===== src/rtl/pipe_hazard_ctrl.sv =====
// Hazard and stall controller for the 5-stage pipeline: stall/flush/bubble controls,
// EX-stage forwarding selects and the data-memory wait/timeout sequencer.
module pipe_hazard_ctrl #(
   parameter int MEM_TIMEOUT = 16,
   parameter int CNT_W       = 32
) (
   input  logic             clk,
   input  logic             rst_n,
   input  logic [4:0]       id_rs1_addr,
   input  logic [4:0]       id_rs2_addr,
   input  logic [4:0]       ex_rs1_addr,
   input  logic [4:0]       ex_rs2_addr,
   input  logic             ex_mem_read,
   input  logic [4:0]       ex_rd_addr,
   input  logic             ex_branch_taken,
   input  logic             ex_jump,
   input  logic             mem_reg_write,
   input  logic [4:0]       mem_rd_addr,
   input  logic             mem_mem_read,
   input  logic             mem_mem_write,
   input  logic             wb_reg_write,
   input  logic [4:0]       wb_rd_addr,
   input  logic             dmem_ready,
   output logic             dmem_req,
   output logic             pc_stall,
   output logic             if_id_stall,
   output logic             if_id_flush,
   output logic             id_ex_stall,
   output logic             id_ex_flush,
   output logic             ex_mem_stall,
   output logic             mem_wb_bubble,
   output logic [1:0]       fwd_a_sel,
   output logic [1:0]       fwd_b_sel,
   output logic             mem_fault,
   output logic [CNT_W-1:0] stall_cnt
);

   localparam int WAIT_W = $clog2(MEM_TIMEOUT + 1);

   localparam logic [1:0] FWD_RF  = 2'b00;
   localparam logic [1:0] FWD_MEM = 2'b10;
   localparam logic [1:0] FWD_WB  = 2'b01;

   typedef enum logic [1:0] {
      RUN,
      MEM_WAIT,
      FAULT
   } state_t;

   state_t              state;
   logic [WAIT_W-1:0]   wait_cnt;
   logic                mem_acc;
   logic                mem_busy;
   logic                load_use;
   logic                redirect;

   assign mem_acc  = mem_mem_read | mem_mem_write;
   // The request must drop the instant reset asserts, not at the next edge.
   assign dmem_req = rst_n & mem_acc & (state != FAULT);
   assign mem_busy = dmem_req & ~dmem_ready;
   assign redirect = ex_branch_taken | ex_jump;
   assign load_use = ex_mem_read & (ex_rd_addr != 5'd0) &
                     ((ex_rd_addr == id_rs1_addr) | (ex_rd_addr == id_rs2_addr));

   always_comb begin
      // NOTE: every output gets a default first so no path through the priority chain infers a latch.
      pc_stall      = 1'b0;
      if_id_stall   = 1'b0;
      if_id_flush   = 1'b0;
      id_ex_stall   = 1'b0;
      id_ex_flush   = 1'b0;
      ex_mem_stall  = 1'b0;
      mem_wb_bubble = 1'b0;
      if (state == FAULT || mem_busy) begin
         // A taken branch in EX is held, not flushed, while memory is frozen.
         pc_stall      = 1'b1;
         if_id_stall   = 1'b1;
         id_ex_stall   = 1'b1;
         ex_mem_stall  = 1'b1;
         mem_wb_bubble = 1'b1;
      end else if (redirect) begin
         if_id_flush = 1'b1;
         id_ex_flush = 1'b1;
      end else if (load_use) begin
         pc_stall    = 1'b1;
         if_id_stall = 1'b1;
         id_ex_flush = 1'b1;
      end
   end

   function automatic logic [1:0] fwd_sel(input logic [4:0] rs);
      if (mem_reg_write && mem_rd_addr != 5'd0 && mem_rd_addr == rs)
         return FWD_MEM;
      else if (wb_reg_write && wb_rd_addr != 5'd0 && wb_rd_addr == rs)
         return FWD_WB;
      else
         return FWD_RF;
   endfunction

   assign fwd_a_sel = fwd_sel(ex_rs1_addr);
   assign fwd_b_sel = fwd_sel(ex_rs2_addr);

   always_ff @(posedge clk or negedge rst_n) begin
      if (!rst_n) begin
         state     <= RUN;
         wait_cnt  <= '0;
         mem_fault <= 1'b0;
         stall_cnt <= '0;
      end else begin
         // NOTE: non-blocking assignments so every register samples pre-edge values.
         case (state)
            RUN: begin
               if (mem_busy) begin
                  state    <= MEM_WAIT;
                  wait_cnt <= WAIT_W'(1);
               end
            end
            MEM_WAIT: begin
               if (dmem_ready) begin
                  state    <= RUN;
                  wait_cnt <= '0;
               end else if (wait_cnt == WAIT_W'(MEM_TIMEOUT)) begin
                  state     <= FAULT;
                  mem_fault <= 1'b1;
               end else begin
                  wait_cnt <= wait_cnt + WAIT_W'(1);
               end
            end
            FAULT:   state <= FAULT;
            default: state <= RUN;
         endcase
         if (pc_stall && stall_cnt != '1)
            stall_cnt <= stall_cnt + CNT_W'(1);
      end
   end

endmodule

===== config.mk =====
export PLATFORM = sky130hd
export DESIGN_NAME = pipe_hazard_ctrl
export DESIGN_NICKNAME = d
export VERILOG_FILES = /design/src/rtl/pipe_hazard_ctrl.sv
export SDC_FILE = /design/constraint.sdc
export NUM_CORES = 1
export LEC_CHECK = 0
export ABC_AREA = 0
export CAP_MARGIN = 10
export CORE_MARGIN = 5
export CORE_UTILIZATION = 40
export CTS_CLUSTER_DIAMETER = 120
export DETAILED_ROUTE_END_ITERATION = 8
export PLACE_DENSITY = 0.78
export SLEW_MARGIN = 20
export SYNTH_ARGS = -nofsm -noshare
export SYNTH_HDL_FRONTEND = slang
export SYNTH_SLANG_ARGS = --single-unit
export TNS_END_PERCENT = 10

===== constraint.sdc =====
create_clock -name clk -period 1.93 [get_ports clk]
set_input_delay 0.193 -clock clk [delete_from_list [all_inputs] [get_ports clk]]
set_output_delay 0.193 -clock clk [all_outputs]
set_load 0.05 [all_outputs]

==> results of run 1 <==
-- worst max-delay path by stage --
| stage | start | to | cells past startpoint |
|---|---|---|---|
| finish | ex_rd_addr[4] | pc_stall | 7 |
| global route | stall_cnt[17]$_DFFE_PN0P_ | stall_cnt[31]$_DFFE_PN0P_ | 6 |
| CTS | mem_rd_addr[4] | fwd_a_sel[0] | 7 |
| detailed placement | ex_rd_addr[1] | stall_cnt[24]$_DFFE_PN0P_ | 7 |
| global placement | ex_rd_addr[1] | stall_cnt[24]$_DFFE_PN0P_ | 7 |
| floorplan | stall_cnt[8]$_DFFE_PN0P_ | stall_cnt[29]$_DFFE_PN0P_ | 6 |
-- cell usage in the layout (no fill, tap or decap), drive strengths merged, types with 3 or more instances in the layout --
cell           instances
nand2                 18
buf                   65
nor2                  12
nand3                 23
or4                    5
nor4                   4
xnor2                 43
nor3                   4
clkdlybuf4s50         52
and3                  15
o21ai                  9
inv                    5
dlygate4sd2            9
clkbuf                 6
a21oi                  5
dlymetal6s2s          10
dfrtp                 40
xor2                  19
ha                     3
nand4                 16
-- worst max-delay path, delay by kind of cell --
| family | cells | cell delay (ns) |
|---|---|---|
| buf+inv | 3 | 0.53 |
| compound gates | 2 | 0.37 |
| simple gates | 2 | 0.60 |
-- layer usage --
layer	GRT usage, %	up-vias	share of wire, %	wire length (um)
li1	-	1162	-	-
met1	24.7	1162	43	3140
met2	34.1	75	50	3630
met3	4.61	11	6.5	479
met4	3.43	0	1.0	74
met5	0	-	0	0
-- through the flow --
stage | hold slack (ns) | TNS, ns | area [um2] | power, uW
CTS | 0.0337 | 0 | 4030 | 2620
global placement | 0.362 | -9.90 | 3870 | 1890
global route | 0.0620 | -0.0611 | 4080 | 2730
detailed placement | 0.356 | -12.05 | 3870 | 1910
finish | 0.0255 | 0 | 4080 | 2600
floorplan | -0.103 | -1.65 | 2530 | 1490
-- logic make-up (layout without fill, tap and decap cells) --
logic type                 after synthesis  in the layout
DFF                                     40             40
buffers and inverters                   14            152
muxes                                    3              3
and+or+nand+nor                        115            115
adders and majority gates                3              3
AOI/OAI and AO/OA                       17             17
xor gates and xnor gates                62             62
-- final cells by class --
cell class / instances / area share [%]
multi-input combinational: 200 / 36.3
timing repair buffer: 139 / 33.1
sequential: 40 / 25.1
tap: 75 / 2.30
clock buffer: 5 / 1.69
clock inverter: 3 / 1.04
inverter: 5 / 0.460
-- power by group --
part | switching (uW) | internal, uW | total (uW)
Sequential | 97.6 | 920 | 1020
Combinational | 504 | 389 | 893
Clock | 308 | 383 | 691
Total | 910 | 1690 | 2600
-- registers in the layout (all words and copies together) (netlist names) --
signal and count:
stall_cnt 32, wait_cnt 5, state 2, mem_fault 1
-- repair_timing --
action | 4_1_cts | 5_1_grt
pin swaps | 12 | 11
endpoints found under the setup margin | 32 | 33
resized for setup | 32 | 19
hold endpoints to repair | 0 | 0
buffers inserted | 5 | 0
==> results.txt, run 1 <==
Unique masters post-synth - 36
Clk_lat worst skew - 0.30 ns
Die ar. - 7750 um2
Critical Path RT - 1.74 ns
Critical path fanouts, max - 4
Synth Flop Type - dfrtp_1
CTS tree - yes
Vias per cell - 5.16
Syn Inst Count - 254
Antenna Nets Post-Route - 0
Final min period - 1.89 ns
WP data arrival - 1.70 ns
Die width - 88.0 um
CTS Root Cell - clkbuf_8
Critical Path Slowest Stage Cell - or4_4
Core area - 5920 um2
Final setup fails - 0
Fin cells - 467
Clock transition at path regs - 0.09 ns
Synth Area in Compound Gates - 3.80%
Post-synthesis mux area share - 1.34%
DRT Wirelength - 7330 um
Max incr delay on CP - 0.54 ns
Synth area leader - dfrtp_1
Final WS setup - 0.0408 ns
IO Pins - 90
Avg WL per Cell - 15.7 um
Initial antenna violation count - 0
Synth top area share - 41.1%
GRT overflow - 0
Outcome - completed
Fmax - 0.529 GHz
CTS Hold Bufs - 0
Most frequent CP cell - buf_12
Share of layout cells above drive strength 1 - 29.1%
HPWL Detailed - 5580 um
Worst-Margin Slew - 0.543 ns
Pwr dens - 638 nW/um2
CP Class - input port to primary output
Die H - 88.0 um
Slew Viols, Final - 0
Multi-input logic area - 1480 um2
Register area share after synthesis - 41.1%
Vias - 2410
Warnings, synthesis - 0
Area growth from synthesis to layout - 67.4%
Most common cell in the netlist - xnor2_1
Largest family of logic cells by synthesized area - simple AND/OR/NAND/NOR gates
Detailed Routing Iterations Pass 1 - 4
Cell Chain, Critical Path - dlygate4sd2_1 > or4_4 > o21ai_4 > nor3_2 > a21o_2 > buf_12 > buf_12
Htree depth - 2
Synth Area in XOR/XNOR - 22.3%
#FFs+latches synth - 40
Antenna diode count - 0
Top cells by area, synth - dfrtp_1 41%, xnor2_1 15%, xor2_1 6.8%
Vias in the first global route - 2520
PortBufs - 89
# DRC - 0
Syn_nets - 302
DRT iter0 DRCs - 138
Sink Count - 40
Startpoint Class - input port
Post-synth top cells - 43 x xnor2_1, 40 x dfrtp_1, 23 x nand3_1
Post-synth EDFFs - 0
Setup crit end kind - primary output
RSZ-0062 raised after global routing - true
Rel. slew slack - 63.7%
FFs w/ async S/R, synth - 100%
Mean post-synth cell area - 9.59 um2
RR Startpoint - stall_cnt[9]$_DFFE_PN0P_
Fillers - 471
Worst setup skew after layout - 0.00951 ns
Initial Utilization - 41.1%
Global Route Usage Sum - 19.4%
Hold Path Class - input port to asynchronous set/reset pin
Final hold violation count - 0
Fin nets - 439
Setup WS pre-CTS - -0.426 ns
First-pass GRT wire length - 11900 um
Worst VDD drop - 0.000705 V
Post-layout util - 68.9%
Max clock buf depth - 2
FP Rows - 28
FF+latch area - 1020 um2
Synthesized area - 2440 um2
Lkg Pwr - 0.00179 uW
Reg2reg end - stall_cnt[31]$_DFFE_PN0P_
Simple-gate area share of the yosys netlist - 27.1%
DP Cell Count - 454
Placer Congestion - 0.914
Largest net degree at the start of global routing - 41
Max cap viols - 0
Reg2reg path depth - 6
Synth Area in Adders - 1.54%
FF-to-FF setup slack - 0.05 ns
Crit share post-route - 97.9%
CTS buffer count - 5
No activity file was read; power rests on OpenSTA's default activity.
==> run 2, diff against run 1 <==
--- a/config.mk
+++ b/config.mk
@@ -5,13 +5,14 @@
 export SDC_FILE = /design/constraint.sdc
 export NUM_CORES = 1
 export LEC_CHECK = 0
-export ABC_AREA = 0
+export ABC_AREA = 1
 export CAP_MARGIN = 10
+export CORE_ASPECT_RATIO = 1.75
 export CORE_MARGIN = 5
 export CORE_UTILIZATION = 40
 export CTS_CLUSTER_DIAMETER = 120
 export DETAILED_ROUTE_END_ITERATION = 8
-export PLACE_DENSITY = 0.78
+export PLACE_DENSITY = 0.71
 export SLEW_MARGIN = 20
 export SYNTH_ARGS = -nofsm -noshare
 export SYNTH_HDL_FRONTEND = slang
==> constraint.sdc (replaced) <==
create_clock -name clk -period 2.2 [get_ports clk]
set_input_delay 0.22 -clock clk [delete_from_list [all_inputs] [get_ports clk]]
set_output_delay 0.22 -clock clk [all_outputs]
set_load 0.05 [all_outputs]
==> run 2 against run 1 <==
  * Register-to-register slack gained 0.15 ns
  * Sequential cell count stayed put
  * Routed wire length grew 28%
  * Clock power increased by 29%
  * Via count rose by 35%
  * First-iteration DRC count fell by 10%
  * Worst setup slack gained 0.11 ns
==> results.txt, run 2 <==
Largest net degree at the start of global routing - 49
Initial Utilization - 41.0%
DRT Wirelength - 9390 um
Syn Inst Count - 466
Share of layout cells above drive strength 1 - 7.69%
Die width - 76.6 um
Postcts setup bufs - 0
Final hold violation count - 0
Synthesized area - 3110 um2
FP Rows - 42
Fin nets - 606
Die ar. - 9700 um2
Critical Path RT - 1.98 ns
Most common cell in the netlist - nand2_1
GRT overflow - 0
Clock transition at path regs - 0.06 ns
CTS Root Cell - clkbuf_16
Synth Flop Type - dfrtp_1
Startpoint Class - input port
Hold Path Class - input port to asynchronous set/reset pin
Mean post-synth cell area - 6.66 um2
#FFs+latches synth - 40
Antenna Nets Post-Route - 0
HPWL Detailed - 7350 um
Global Route Usage Sum - 20.1%
Max FFs per register - 32
Fillers - 731
Htree depth - 2
Setup crit end kind - primary output
Vias - 3252
RSZ-0062 raised after global routing - false
Top reg by flops - stall_cnt
Lkg Pwr - 0.00205 uW
Reg2reg path depth - 10
Final setup fails - 0
Vias in the first global route - 3395
Critical path fanouts, max - 48
Post-layout util - 57.9%
Vias per cell - 5.03
Warnings, synthesis - 0
Clk_lat worst skew - 0.28 ns
Max cap viols - 0
PortBufs - 89
Most common cell after layout, fill and taps aside - nand2_1
Core area - 7570 um2
First-pass GRT wire length - 15900 um
Detailed Routing Iterations Pass 1 - 4
Crit share post-route - 93.2%
Top Registers - stall_cnt x32, wait_cnt x5, state x2
CP Class - input port to primary output
CTS buffer count - 5
Sink Count - 40
CTS tree - yes
Worst VDD drop - 0.000564 V
Final min period - 2.05 ns
IO Pins - 90
Placer Congestion - 0.875
FF-to-FF setup slack - 0.20 ns
Unique masters post-synth - 29
Avg WL per Cell - 14.5 um
FFs w/ async S/R, synth - 100%
Rel. slew slack - 64.8%
Pwr dens - 588 nW/um2
Total power - 2580 uW
Area growth from synthesis to layout - 41.1%
Antenna diode count - 0
Synth top area share - 32.2%
Synth area leader - dfrtp_1
DRT iter0 DRCs - 124
Worst setup skew after layout - 0.00281 ns
Worst-Margin Slew - 0.526 ns
WP data arrival - 1.83 ns
Outcome - completed
Post-synth EDFFs - 0
Post-synth top cells - 164 x nand2_1, 54 x inv_1, 52 x nor2_1
Top cells by area, synth - dfrtp_1 32%, nand2_1 20%, nand3_1 7.9%
Initial antenna violation count - 0
Commonest cells after routing, fill and taps aside - 162 x nand2_1, 76 x clkdlybuf4s50_1, 54 x inv_1, 52 x nor2_1, 49 x nand3_1
Fmax - 0.488 GHz
Slew Viols, Final - 0
# DRC - 0
Die H - 127 um
Register area share after synthesis - 32.2%
Max clock buf depth - 2
Syn_nets - 514
run 2: changes by cell type in the layout (fill, tap and decap cells not counted), moves of 17 or more:
cell / change
dfrtp_2: -17
buf_4: -44
inv_1: +49
clkdlybuf4s50_1: +24
nand2_1: +144
nor2_1: +40
xnor2_1: -23
dfrtp_1: +17
nand3_1: +27
run 2: per-layer routing:
layer	global-route usage [%]	part of all wire, %	vias to the layer above	routed length [um]
met2	38.1	56	97	5260
met4	10.6	4.6	0	428
met1	20.6	36	1479	3350
li1	-	-	1646	-
met5	0	0	-	0
met3	3.33	3.7	30	345
run 2: report_power, final:
group,switching [uW],internal (uW),leakage (uW)
clock network,293,597,0.0000901
registers,77.6,791,0.000550
logic,493,323,0.00141
run 2: metrics by stage:
step	instances	TNS, ns	area, um2	setup slack, ns	hold WS [ns]
global placement	639	0	4180	0.0745	0.396
finish	647	0	4380	0.149	0.0736
global route	647	0	4380	0.000402	0.106
floorplan	466	-1.80	3110	-0.674	-0.0756
detailed placement	639	0	4180	0.0588	0.393
CTS	647	0	4360	0.105	0.0899
run 2: logic make-up after synthesis:
| kind of cell | count (synthesis) | share of synthesized area (%) |
|---|---|---|
| buf+inv | 65 | 9.47 |
| simple gates | 306 | 43.8 |
| xor+xnor | 39 | 11.0 |
| fa+ha+maj | 3 | 1.21 |
| compound gates | 13 | 2.34 |
| flops | 40 | 32.2 |
run 2: timing repair:
action | 4_1_cts | 5_1_grt
hold buffers | 0 | 0
gates resized for setup | 0 | 5
endpoints found under the hold margin | 0 | 0
endpoints found under the setup margin | 0 | 10
run 2: path summary, 6_finish.rpt:
kind,endpoint,startpoint
worst max-delay path,pc_stall,ex_rd_addr[2]
worst min register to register,mem_fault$_DFFE_PN0P_,mem_fault$_DFFE_PN0P_
max in group asynchronous,stall_cnt[29]$_DFFE_PN0P_,rst_n
min in group clk,mem_fault$_DFFE_PN0P_,mem_fault$_DFFE_PN0P_
worst min-delay path,stall_cnt[18]$_DFFE_PN0P_,rst_n
worst max register to register,stall_cnt[18]$_DFFE_PN0P_,stall_cnt[0]$_DFFE_PN0P_
run 2: layout make-up:
cell class / count / area, um2 / share of cell area (%)
well taps: 88 / 110 / 2.51
flip-flops and latches: 40 / 1000 / 22.9
clock inverters: 1 / 30.0 / 0.686
repair buffers: 96 / 1050 / 23.9
multi-input cells: 361 / 1840 / 42.0
inverters: 54 / 203 / 4.63
clock buffers: 7 / 153 / 3.48
run 2: critical path, cell delays in order:
cell	delay, ns
clkdlybuf4s50_1	0.51
inv_1	0.08
nand2_1	0.06
nand2_1	0.05
nor2_1	0.12
nand3_1	0.08
nand2_1	0.08
nand3_1	0.08
nand2_2	0.10
buf_12	0.24
buf_12	0.17
